## src/rtl/dsp_add8_cin_tb_pkg.sv

```systemverilog
// rtl/dsp_add8_cin_tb_pkg.sv - shared types, directed vectors and golden-sum helpers for the adder stimulus generator
package dsp_add8_cin_tb_pkg;

    localparam int          OP_W      = 18;
    localparam int          RES_W     = 48;
    localparam logic [31:0] LFSR_TAPS = 32'h8020_0003;

    localparam logic signed [OP_W-1:0] OP_MAX = 18'h1FFFF;
    localparam logic signed [OP_W-1:0] OP_MIN = 18'h20000;

    typedef enum logic [2:0] {
        IDLE,
        SB_CLR,
        DIRECTED,
        RANDOM,
        DRAIN,
        DONE
    } state_t;

    typedef struct packed {
        logic signed [OP_W-1:0] op0_l;
        logic signed [OP_W-1:0] op1_l;
        logic signed [OP_W-1:0] op2_h;
        logic signed [OP_W-1:0] op3_h;
        logic signed [OP_W-1:0] op4_l;
        logic signed [OP_W-1:0] op5_l;
        logic signed [OP_W-1:0] op6_h;
        logic signed [OP_W-1:0] op7_h;
        logic                   op2_cin;
        logic                   op3_cin;
        logic                   op6_cin;
        logic                   op7_cin;
    } vec_t;

    localparam vec_t DIR_VECS [4] = '{
        '0,
        '{OP_MAX, OP_MAX, OP_MAX, OP_MAX, OP_MAX, OP_MAX, OP_MAX, OP_MAX, 1'b1, 1'b1, 1'b1, 1'b1},
        '{OP_MIN, OP_MIN, OP_MIN, OP_MIN, OP_MIN, OP_MIN, OP_MIN, OP_MIN, 1'b0, 1'b0, 1'b0, 1'b0},
        '{OP_MAX, OP_MIN, OP_MAX, OP_MIN, OP_MAX, OP_MIN, OP_MAX, OP_MIN, 1'b1, 1'b0, 1'b1, 1'b0}
    };

    function automatic logic [RES_W-1:0] sext(input logic [OP_W-1:0] x);
        return {{(RES_W-OP_W){x[OP_W-1]}}, x};
    endfunction

    function automatic logic [RES_W-1:0] zext1(input logic b);
        return {{(RES_W-1){1'b0}}, b};
    endfunction

    function automatic logic signed [RES_W-1:0] golden_sum(input vec_t v);
        logic [RES_W-1:0] s;
        s = sext(v.op0_l) + sext(v.op1_l) + sext(v.op2_h) + sext(v.op3_h)
          + sext(v.op4_l) + sext(v.op5_l) + sext(v.op6_h) + sext(v.op7_h);
        s = s + zext1(v.op2_cin) + zext1(v.op3_cin) + zext1(v.op6_cin) + zext1(v.op7_cin);
        return s;
    endfunction

    // Right-shifting Galois form of x^32+x^22+x^2+x+1
    function automatic logic [31:0] lfsr_step(input logic [31:0] s);
        return s[0] ? ((s >> 1) ^ LFSR_TAPS) : (s >> 1);
    endfunction

    // Operand pairs come from four successive steps looked ahead of the current state
    function automatic vec_t gen_vector(input logic [31:0] lfsr);
        logic [31:0] s1, s2, s3, s4;
        vec_t        v;
        s1 = lfsr_step(lfsr);
        s2 = lfsr_step(s1);
        s3 = lfsr_step(s2);
        s4 = lfsr_step(s3);
        v.op0_l   = s1[17:0];
        v.op1_l   = s1[31:14];
        v.op2_h   = s2[17:0];
        v.op3_h   = s2[31:14];
        v.op4_l   = s3[17:0];
        v.op5_l   = s3[31:14];
        v.op6_h   = s4[17:0];
        v.op7_h   = s4[31:14];
        v.op2_cin = s4[0];
        v.op3_cin = s4[1];
        v.op6_cin = s4[2];
        v.op7_cin = s4[3];
        return v;
    endfunction

endpackage

```

## src/rtl/dsp_add8_cin_stim_lfsr32_gen.sv

```systemverilog
// rtl/dsp_add8_cin_stim_lfsr32_gen.sv - 32-bit Galois LFSR advancing two steps per enabled cycle
module lfsr32_gen
    import dsp_add8_cin_tb_pkg::*;
#(
    parameter logic [31:0] SEED = 32'hACE1_2468
) (
    input  logic        clk,
    input  logic        aresetn,
    input  logic        i_advance,
    output logic [31:0] o_state
);

    logic [31:0] r_state;

    always_ff @(posedge clk) begin
        if (!aresetn) begin
            r_state <= SEED;
        end else if (i_advance) begin
            r_state <= lfsr_step(lfsr_step(r_state));
        end
    end

    assign o_state = r_state;

endmodule

```

## src/rtl/dsp_add8_cin_stim.sv

```systemverilog
// rtl/dsp_add8_cin_stim.sv - stimulus sequencer and delayed golden reference for the 8-input adder
module dsp_add8_cin_stim
    import dsp_add8_cin_tb_pkg::*;
#(
    parameter int          DUV_LATENCY = 4,
    parameter int          NUM_RANDOM  = 1024,
    parameter logic [31:0] LFSR_SEED   = 32'hACE1_2468
) (
    input  logic                    clk,
    input  logic                    aresetn,
    input  logic                    start,
    output logic signed [OP_W-1:0]  op0_l,
    output logic signed [OP_W-1:0]  op1_l,
    output logic signed [OP_W-1:0]  op2_h,
    output logic signed [OP_W-1:0]  op3_h,
    output logic signed [OP_W-1:0]  op4_l,
    output logic signed [OP_W-1:0]  op5_l,
    output logic signed [OP_W-1:0]  op6_h,
    output logic signed [OP_W-1:0]  op7_h,
    output logic                    op2_cin,
    output logic                    op3_cin,
    output logic                    op6_cin,
    output logic                    op7_cin,
    output logic                    op_valid,
    output logic signed [OP_W-1:0]  op0_l_ref,
    output logic signed [OP_W-1:0]  op1_l_ref,
    output logic signed [OP_W-1:0]  op2_h_ref,
    output logic signed [OP_W-1:0]  op3_h_ref,
    output logic signed [OP_W-1:0]  op4_l_ref,
    output logic signed [OP_W-1:0]  op5_l_ref,
    output logic signed [OP_W-1:0]  op6_h_ref,
    output logic signed [OP_W-1:0]  op7_h_ref,
    output logic                    op2_cin_ref,
    output logic                    op3_cin_ref,
    output logic                    op6_cin_ref,
    output logic                    op7_cin_ref,
    output logic signed [RES_W-1:0] result_ref,
    output logic                    scoreboard_en,
    output logic                    scoreboard_reset,
    output logic                    done
);

    if (DUV_LATENCY < 1 || DUV_LATENCY > 16 || NUM_RANDOM < 1 || NUM_RANDOM > 65535
        || LFSR_SEED == 32'd0) begin : g_param_check
        $error("dsp_add8_cin_stim: illegal parameter set");
    end

    state_t                  r_state;
    state_t                  w_next;
    logic [15:0]             r_cnt;
    logic                    w_cnt_run;
    logic [31:0]             w_lfsr;
    vec_t                    w_vec;
    logic signed [RES_W-1:0] w_sum;

    vec_t                    r_dl_vec   [DUV_LATENCY];
    logic signed [RES_W-1:0] r_dl_sum   [DUV_LATENCY];
    logic                    r_dl_valid [DUV_LATENCY];

    lfsr32_gen #(.SEED(LFSR_SEED)) u_lfsr (
        .clk       (clk),
        .aresetn   (aresetn),
        .i_advance (r_state == RANDOM),
        .o_state   (w_lfsr)
    );

    always_ff @(posedge clk) begin
        if (!aresetn) begin
            r_state <= IDLE;
            r_cnt   <= '0;
        end else begin
            r_state <= w_next;
            r_cnt   <= w_cnt_run ? r_cnt + 16'd1 : '0;
        end
    end

    always_comb begin
        w_next = r_state;
        case (r_state)
            IDLE, DONE: if (start) w_next = SB_CLR;
            SB_CLR:     w_next = DIRECTED;
            DIRECTED:   if (r_cnt == 16'd3) w_next = RANDOM;
            RANDOM:     if (r_cnt == 16'(NUM_RANDOM - 1)) w_next = DRAIN;
            DRAIN:      if (r_cnt == 16'(DUV_LATENCY - 1)) w_next = DONE;
            default:    w_next = IDLE;
        endcase
    end

    always_comb begin
        w_cnt_run        = (w_next == r_state) && (r_state != IDLE) && (r_state != DONE);
        op_valid         = (r_state == DIRECTED) || (r_state == RANDOM);
        scoreboard_reset = (r_state == SB_CLR);
        done             = (r_state == DONE);
        w_vec            = '0;
        if (r_state == DIRECTED) begin
            w_vec = DIR_VECS[r_cnt[1:0]];
        end else if (r_state == RANDOM) begin
            w_vec = gen_vector(w_lfsr);
        end
    end

    // Idle cycles present an all-zero vector, so zeros shift down the line with no extra muxing
    assign w_sum = golden_sum(w_vec);

    always_ff @(posedge clk) begin
        if (!aresetn) begin
            for (int i = 0; i < DUV_LATENCY; i++) begin
                r_dl_vec[i]   <= '0;
                r_dl_sum[i]   <= '0;
                r_dl_valid[i] <= 1'b0;
            end
        end else begin
            r_dl_vec[0]   <= w_vec;
            r_dl_sum[0]   <= w_sum;
            r_dl_valid[0] <= op_valid;
            for (int i = 1; i < DUV_LATENCY; i++) begin
                r_dl_vec[i]   <= r_dl_vec[i-1];
                r_dl_sum[i]   <= r_dl_sum[i-1];
                r_dl_valid[i] <= r_dl_valid[i-1];
            end
        end
    end

    assign op0_l   = w_vec.op0_l;
    assign op1_l   = w_vec.op1_l;
    assign op2_h   = w_vec.op2_h;
    assign op3_h   = w_vec.op3_h;
    assign op4_l   = w_vec.op4_l;
    assign op5_l   = w_vec.op5_l;
    assign op6_h   = w_vec.op6_h;
    assign op7_h   = w_vec.op7_h;
    assign op2_cin = w_vec.op2_cin;
    assign op3_cin = w_vec.op3_cin;
    assign op6_cin = w_vec.op6_cin;
    assign op7_cin = w_vec.op7_cin;

    assign op0_l_ref     = r_dl_vec[DUV_LATENCY-1].op0_l;
    assign op1_l_ref     = r_dl_vec[DUV_LATENCY-1].op1_l;
    assign op2_h_ref     = r_dl_vec[DUV_LATENCY-1].op2_h;
    assign op3_h_ref     = r_dl_vec[DUV_LATENCY-1].op3_h;
    assign op4_l_ref     = r_dl_vec[DUV_LATENCY-1].op4_l;
    assign op5_l_ref     = r_dl_vec[DUV_LATENCY-1].op5_l;
    assign op6_h_ref     = r_dl_vec[DUV_LATENCY-1].op6_h;
    assign op7_h_ref     = r_dl_vec[DUV_LATENCY-1].op7_h;
    assign op2_cin_ref   = r_dl_vec[DUV_LATENCY-1].op2_cin;
    assign op3_cin_ref   = r_dl_vec[DUV_LATENCY-1].op3_cin;
    assign op6_cin_ref   = r_dl_vec[DUV_LATENCY-1].op6_cin;
    assign op7_cin_ref   = r_dl_vec[DUV_LATENCY-1].op7_cin;
    assign result_ref    = r_dl_sum[DUV_LATENCY-1];
    assign scoreboard_en = r_dl_valid[DUV_LATENCY-1];

endmodule

```

## config.mk

```make
export PLATFORM = sky130hd
export DESIGN_NAME = dsp_add8_cin_stim
export DESIGN_NICKNAME = d
export VERILOG_FILES = /design/src/rtl/dsp_add8_cin_tb_pkg.sv /design/src/rtl/dsp_add8_cin_stim_lfsr32_gen.sv /design/src/rtl/dsp_add8_cin_stim.sv
export SDC_FILE = /design/constraint.sdc
export NUM_CORES = 1
export LEC_CHECK = 0
export ABC_CLOCK_PERIOD_IN_PS = 6600
export CELL_PAD_IN_SITES_DETAIL_PLACEMENT = 2
export CELL_PAD_IN_SITES_GLOBAL_PLACEMENT = 2
export CORE_MARGIN = 4
export CORE_UTILIZATION = 32
export CTS_CLUSTER_SIZE = 16
export DETAILED_ROUTE_END_ITERATION = 10
export GPL_TIMING_DRIVEN = 0
export PLACE_DENSITY = 0.84
export SYNTH_ARGS = -nofsm -noshare
export SYNTH_HDL_FRONTEND = slang
export SYNTH_SLANG_ARGS = --single-unit
```

## constraint.sdc

```tcl
create_clock -name clk -period 6.6 [get_ports clk]
set_input_delay 1.32 -clock clk [delete_from_list [all_inputs] [get_ports clk]]
set_output_delay 1.32 -clock clk [all_outputs]
set_load 0.05 [all_outputs]
```

# After elaboration in Yosys (flattened, before gate mapping)
# Memories as Yosys holds them, arrays and structs flattened.
# Cells that the tools add are included.
# totals
in_bits,3
ff_bits,51
word_cells,80
output_inout_bits,348
mem_count,3
ramBits,788
# classes
n_mux,28
bitwise_logic,17
magnitude_cmp,1
n_eq_ne,9
reduce_logical,7
addsub,12
# memory_table
memory,depth,width,read_ports,rd_ports_with_merged_regs,wr,line_no,text
r_dl_vec,4,148,4,0,4,dsp_add8_cin_stim.sv:56,vec_t r_dl_vec [DUV_LATENCY];
r_dl_sum,4,48,4,0,4,dsp_add8_cin_stim.sv:57,logic signed [RES_W-1:0] r_dl_sum [DUV_LATENCY];
r_dl_valid,4,1,4,0,4,dsp_add8_cin_stim.sv:58,logic r_dl_valid [DUV_LATENCY];
# op_table
cell,n
$mux W148,8
$bmux W148 S2,1
$mux W48,4
$mux W32,4
$add A28 B2 Y29,1
$add A27 B2 Y28,1
$add A26 B2 Y27,1
$add A25 B2 Y26,1
$add A24 B18 Y25,1
$add A23 B18 Y24,1
$add A22 B18 Y23,1
$add A21 B18 Y22,1
$add A20 B18 Y21,1
$add A19 B18 Y20,1
$add A18 B18 Y19,1
$add A16 B1 Y16 const B,1
$eq A16 B10 Y1 const B,1
$eq A16 B2 Y1 const B,1
$not A3 Y4,4
$pmux W3 S5,1
$mux W3,4
$or A1 B1 Y1,12
$eq A3 B2 Y1 const B,2
$eq A3 B3 Y1 const B,2
other kinds (12),18

# Depth between registers and ports, before layout
# logic_depth
ltp_word,22
depth_mapped,24

# Hierarchy
# Synthesis repeated with hierarchy kept, for this count alone.
# unflattened
hier_cells,1760
area_unflattened_um2,17949.7
# by_module_without_submodules
mod,n_inst,cells_each,area_per_inst_um2,seq_area_each_um2
dsp_add8_cin_stim,1,1647,16703.5,7507.2
lfsr32_gen,1,113,1246.2,640.6

# Least setup slack after synthesis
# Ideal clock, no wire load.
# synth_timing
path_type,register -> register
startpoint,register u_lfsr.r_state[0] (netlist: u_lfsr.o_state[0])
endpoint,memory r_dl_sum[0][23]
synth_period_minus_slack_ns,6.443
setup_ns,0.115
stages_incl_launch_ff,21
t_arrival_ns,6.328
t_required_ns,6.485
setup_slack_ns,0.157
cell_sequence,dfxtp_1 -> buf_2 -> xnor2_1 -> xor2_1 -> xor2_1 -> o21ai_0 -> fa_1 -> fa_1 -> fa_1 -> inv_1 -> fa_1 -> inv_1 -> ha_1 -> inv_1 -> fa_1 -> nand2b_1 -> a21oi_1 -> o21ai_0 -> o311ai_2 -> o22ai_1 -> o21a_1
# synth_rtl
element,line_no,text
"start, declared",dsp_add8_cin_stim_lfsr32_gen.sv:13,logic [31:0] r_state;
"start signal, assigned",dsp_add8_cin_stim_lfsr32_gen.sv:19,r_state <= lfsr_step(lfsr_step(r_state));
"end, declared",dsp_add8_cin_stim.sv:57,

==> results.md <==
Routing:
- The vias after detailed routing is 13.55k.
- The length of the first detailed-routing pass in iterations is 5.
- After the first detailed-routing iteration, the DRC count stood at 716.
- The routed design has 68480 um of wire.
- The routed wire length per instance is 22.70 um.
- The number of vias per cell after detailed routing is 4.494.
- After detailed routing, the number of remaining DRC violations is 0.
- In this run the remaining antenna-violating nets after routing total 0.

STA:
- Across all hold checks on the routed design, the worst slack comes to 0.4280 ns.
- The worst relative slew slack is 30.19%.
- The final setup violation count is 0.
- For the final routed database, the setup TNS stands at 0 ns.
- The final worst-path cycle share is 98.14%.
- The count of final hold-check violations is 0.
- At the pin with the least slew margin, the transition time is 1.047 ns.
- The clock period minus worst slack is 6.477 ns.
- Timing would allow up to 154.4 MHz.
- The max-slew violation total from the final report is 0.
- Between clock sinks in the finished design, the worst skew comes to 0.03084 ns.

Place:
- The number of input and output port buffers inserted is 350.
- The total cell area at the placement stage is 0.02251 mm2.
- The half-perimeter wire length of the detailed placement result is 49990 um.
- The routability-driven placement congestion ratio is 0.9258.
- The number of placed instances with taps included is 2931.

Final layout:
- The signed area change from the synthesized netlist to the final layout is 33.56%.
- The net total in the final layout is 2373.
- The number of standard cells in the final layout excluding fillers is 3016.
- Fill cells in the final layout number 5891.
- In the final layout, the share of cells above drive strength 1 is 18.68%.
- After routing the design area is 0.02414 mm2.

Global routing:
- The overall routing resource usage is 22.33%.
- The via count of the first global-routing pass is 15.76k.
- The first global-routing pass estimated 101000 um of wire.
- The number of antenna violations at the first check in global routing is 3.
- Entering global routing, the biggest net connects 21 pins.
- The overflow left after global routing is 0.

Worst setup path:
- In this run the worst path has a maximum fanout of 10.
- The timing startpoint of the critical path is r_state[2].
- Measured in cells, the most critical reg-to-reg path has a length of 21.
- The critical path goes through nand2b_1 -> buf_2 -> inv_1 -> and3_2 -> a21oi_2 -> fa_1 -> inv_1 -> fa_1 -> fa_1 -> inv_1 -> fa_1 -> inv_1 -> ha_1 -> inv_1 -> fa_1 -> nand2b_1 -> a21oi_1 -> o21ai_0 -> o311ai_2 -> o22ai_2 -> o21a_1.
- In this run the critical register-to-register path is captured at r_dl_sum[0][23].
- The slowest cell on the critical path is sky130_fd_sc_hd__a21oi_2.
- The worst setup path is captured at a register.
- The worst path arrival time is 6.95 ns.
- The data required time at the worst endpoint is 7.07 ns.
- The most critical setup path has its endpoint at r_dl_sum[0][23].
- The startpoint identified for the worst register-to-register timing path is r_state[2].
- The critical path is of the reg -> reg type.
- Setup slack on the worst reg-to-reg path comes out at 0.12 ns.
- In this design, the stage delay of the slowest critical-path cell is 0.58 ns.
- The type of origin of the critical path is a register.

Floorplanning:
- The initial standard-cell utilization of the core is 32.55%.
- Measured along the y axis, the die boundary spans 245.6 um.
- The area enclosed by the die boundary is 0.06034 mm2.
- Row generation in the floorplan step produced 86 rows.
- The core region is 0.05552 mm2.
- From left edge to right edge, the die measures 245.6 um.
- The number of primary I/O pins is 351.

Yosys:
- Yosys printed 0 warnings.
- The average size of a mapped cell is 9.859 um2.
- The number of flip-flops and latches in the synthesized netlist is 407.
- The number of distinct library cells after synthesis is 60.
- In this run, synthesis inferred 0 flip-flops with an integrated enable.
- The proportion of register bits with asynchronous set or reset after synthesis is 0%.
- The number of nets in the synthesized netlist is 1973.
- The sequential cell area fraction in the yosys report is 45.09%.
- The netlist area before placement is 0.01807 mm2.
- Synthesis produced 1833 cells.
- The dominant synthesized flop cell is sky130_fd_sc_hd__dfxtp_1.

Clock network:
- The H-tree was split into 2 levels.
- The clock passes through at most 3 buffers.
- The count of clock tree sinks is 407.
- TritonCTS built the clock tree.
- The TritonCTS buffer count is 43.
- Buffers inserted to repair hold after CTS numbered 0.
- For the worst-skew pair, the clock arrives at the later sink with an insertion delay of 0.58 ns.
- The CTS clock-pin slew for the worst setup and hold paths is 0.06 ns.
- CTS placed an instance of sky130_fd_sc_hd__clkbuf_16 at the clock tree root.

Worst hold path:
- The kind of path behind the tightest hold check is reg -> reg.
- In this run the most critical hold path is launched from r_dl_vec[0][242].

Power:
- The maximum vdd drop is 151.8 uV.
- The power density over the cells is 230.2 mW/mm2.
- The analysis attributes to cell leakage a power of 0.01093 uW.
- The total power is 5555 uW.

Outcome:
- The run finished with clean final reports.

Job:
- The max-cap violation count is 0.
cells in the final DEF (no fill, tap or decap), types with 8 or more instances in the layout:
cell type	n
sky130_fd_sc_hd__fa_1	110
sky130_fd_sc_hd__o21ai_0	14
sky130_fd_sc_hd__nor2_1	98
sky130_fd_sc_hd__clkbuf_1	49
sky130_fd_sc_hd__clkbuf_16	44
sky130_fd_sc_hd__nand2_1	107
sky130_fd_sc_hd__buf_4	288
sky130_fd_sc_hd__clkbuf_8	12
sky130_fd_sc_hd__dfxtp_1	406
sky130_fd_sc_hd__buf_2	8
sky130_fd_sc_hd__xnor2_1	16
sky130_fd_sc_hd__inv_1	188
sky130_fd_sc_hd__nand3_1	11
sky130_fd_sc_hd__nand2b_1	12
sky130_fd_sc_hd__a21oi_1	85
sky130_fd_sc_hd__xor2_1	23
sky130_fd_sc_hd__clkdlybuf4s50_1	350
sky130_fd_sc_hd__ha_1	27
sky130_fd_sc_hd__and2_1	278
sky130_fd_sc_hd__a21oi_2	10
worst min path at each step:
stage,to,cells past startpoint,slack (ns)
floorplan,r_dl_valid[3],1,0.41
global placement,r_dl_vec[0][259],1,0.42
detailed placement,r_dl_sum[0][70],1,0.42
CTS,r_dl_vec[0][390],1,0.43
global route,r_dl_vec[0][288],1,0.45
finish,r_dl_vec[0][390],1,0.43
final cells by class:
class                   count  area (um2)  area share, %
multi-input cells         890        6955          28.82
plain buffers             345        2399          9.938
clock buffers              60        1271          5.267
clock inverters            17       152.6         0.6325
repair buffers            356        3548          14.70
flip-flops and latches    407        8149          33.76
diodes                      3       7.507        0.03110
well taps                 748       935.9          3.878
inverters                 190       716.9          2.970
power breakdown:
| group | switching, uW | internal, uW | total (uW) |
|---|---|---|---|
| combinational | 390 | 189 | 580 |
| sequential | 21.8 | 2510 | 2530 |
| clock | 1050 | 1390 | 2450 |
critical path: cells and delay by family, from the launching register on:
family / cells / cell delay, ns
AOI/OAI and AO/OA: 6 / 1.96
buffers and inverters: 6 / 0.69
and+or+nand+nor: 3 / 0.71
adders and majority gates: 6 / 2.57
DFF: 1 / 0.42
metrics by stage:
| step | utilization (%) | setup slack (ns) |
|---|---|---|
| floorplan | - | 0.1571 |
| global placement | 40.54 | -0.3513 |
| detailed placement | 40.54 | -0.4087 |
| CTS | 43.23 | 0.05489 |
| global route | 43.46 | -0.06091 |
| finish | 43.47 | 0.1231 |
synth_stat cells, types with 12 or more instances:
master	number	area share, %
sky130_fd_sc_hd__nand2_1	115	2.4
sky130_fd_sc_hd__a21oi_1	96	2.7
sky130_fd_sc_hd__fa_1	110	12
sky130_fd_sc_hd__and2_1	278	9.6
sky130_fd_sc_hd__dfxtp_1	407	45
sky130_fd_sc_hd__nor2_1	98	2.0
sky130_fd_sc_hd__o21ai_0	18	0.50
sky130_fd_sc_hd__inv_1	189	3.9
sky130_fd_sc_hd__buf_4	282	12
sky130_fd_sc_hd__xor2_1	24	1.2
sky130_fd_sc_hd__nand2b_1	12	0.42
sky130_fd_sc_hd__xnor2_1	17	0.82
sky130_fd_sc_hd__clkbuf_1	49	1.0
sky130_fd_sc_hd__ha_1	27	1.9
repair_timing:
action                                  in CTS  in global routing
endpoints found under the setup margin      19                 16
resized for setup                           24                 25
pin swaps                                    0                  1
buffers inserted                             1                  5
sequential cells by signal (all words and copies together), names as in the netlist:
signal / cells
r_dl_vec: 236
r_dl_valid: 4
u_lfsr.o_state: 32
r_cnt: 16
r_dl_sum: 116
r_state: 3
layer usage:
metal  routed length [um]  vias up  share of wire, %  global-route usage [%]
met4                 3006        2               4.4                   9.778
met2                35430      480                52                   40.88
met1                25880     6813                38                   24.76
li1                     -     6108                 -                       -
met5                    7        -             0.010                       0
met3                 4147      150               6.1                   4.994
cells by family after synthesis:
group / after synthesis / synth area share (%)
AO/OA/AOI/OAI: 151 / 4.930
XOR/XNOR: 41 / 1.987
buffers and inverters: 536 / 17.15
adder cells (fa/ha/maj): 137 / 14.06
flip-flops: 407 / 45.09
multiplexers: 6 / 0.3324
AND/OR/NAND/NOR: 555 / 16.46
Power figures use the tool's default switching activity.
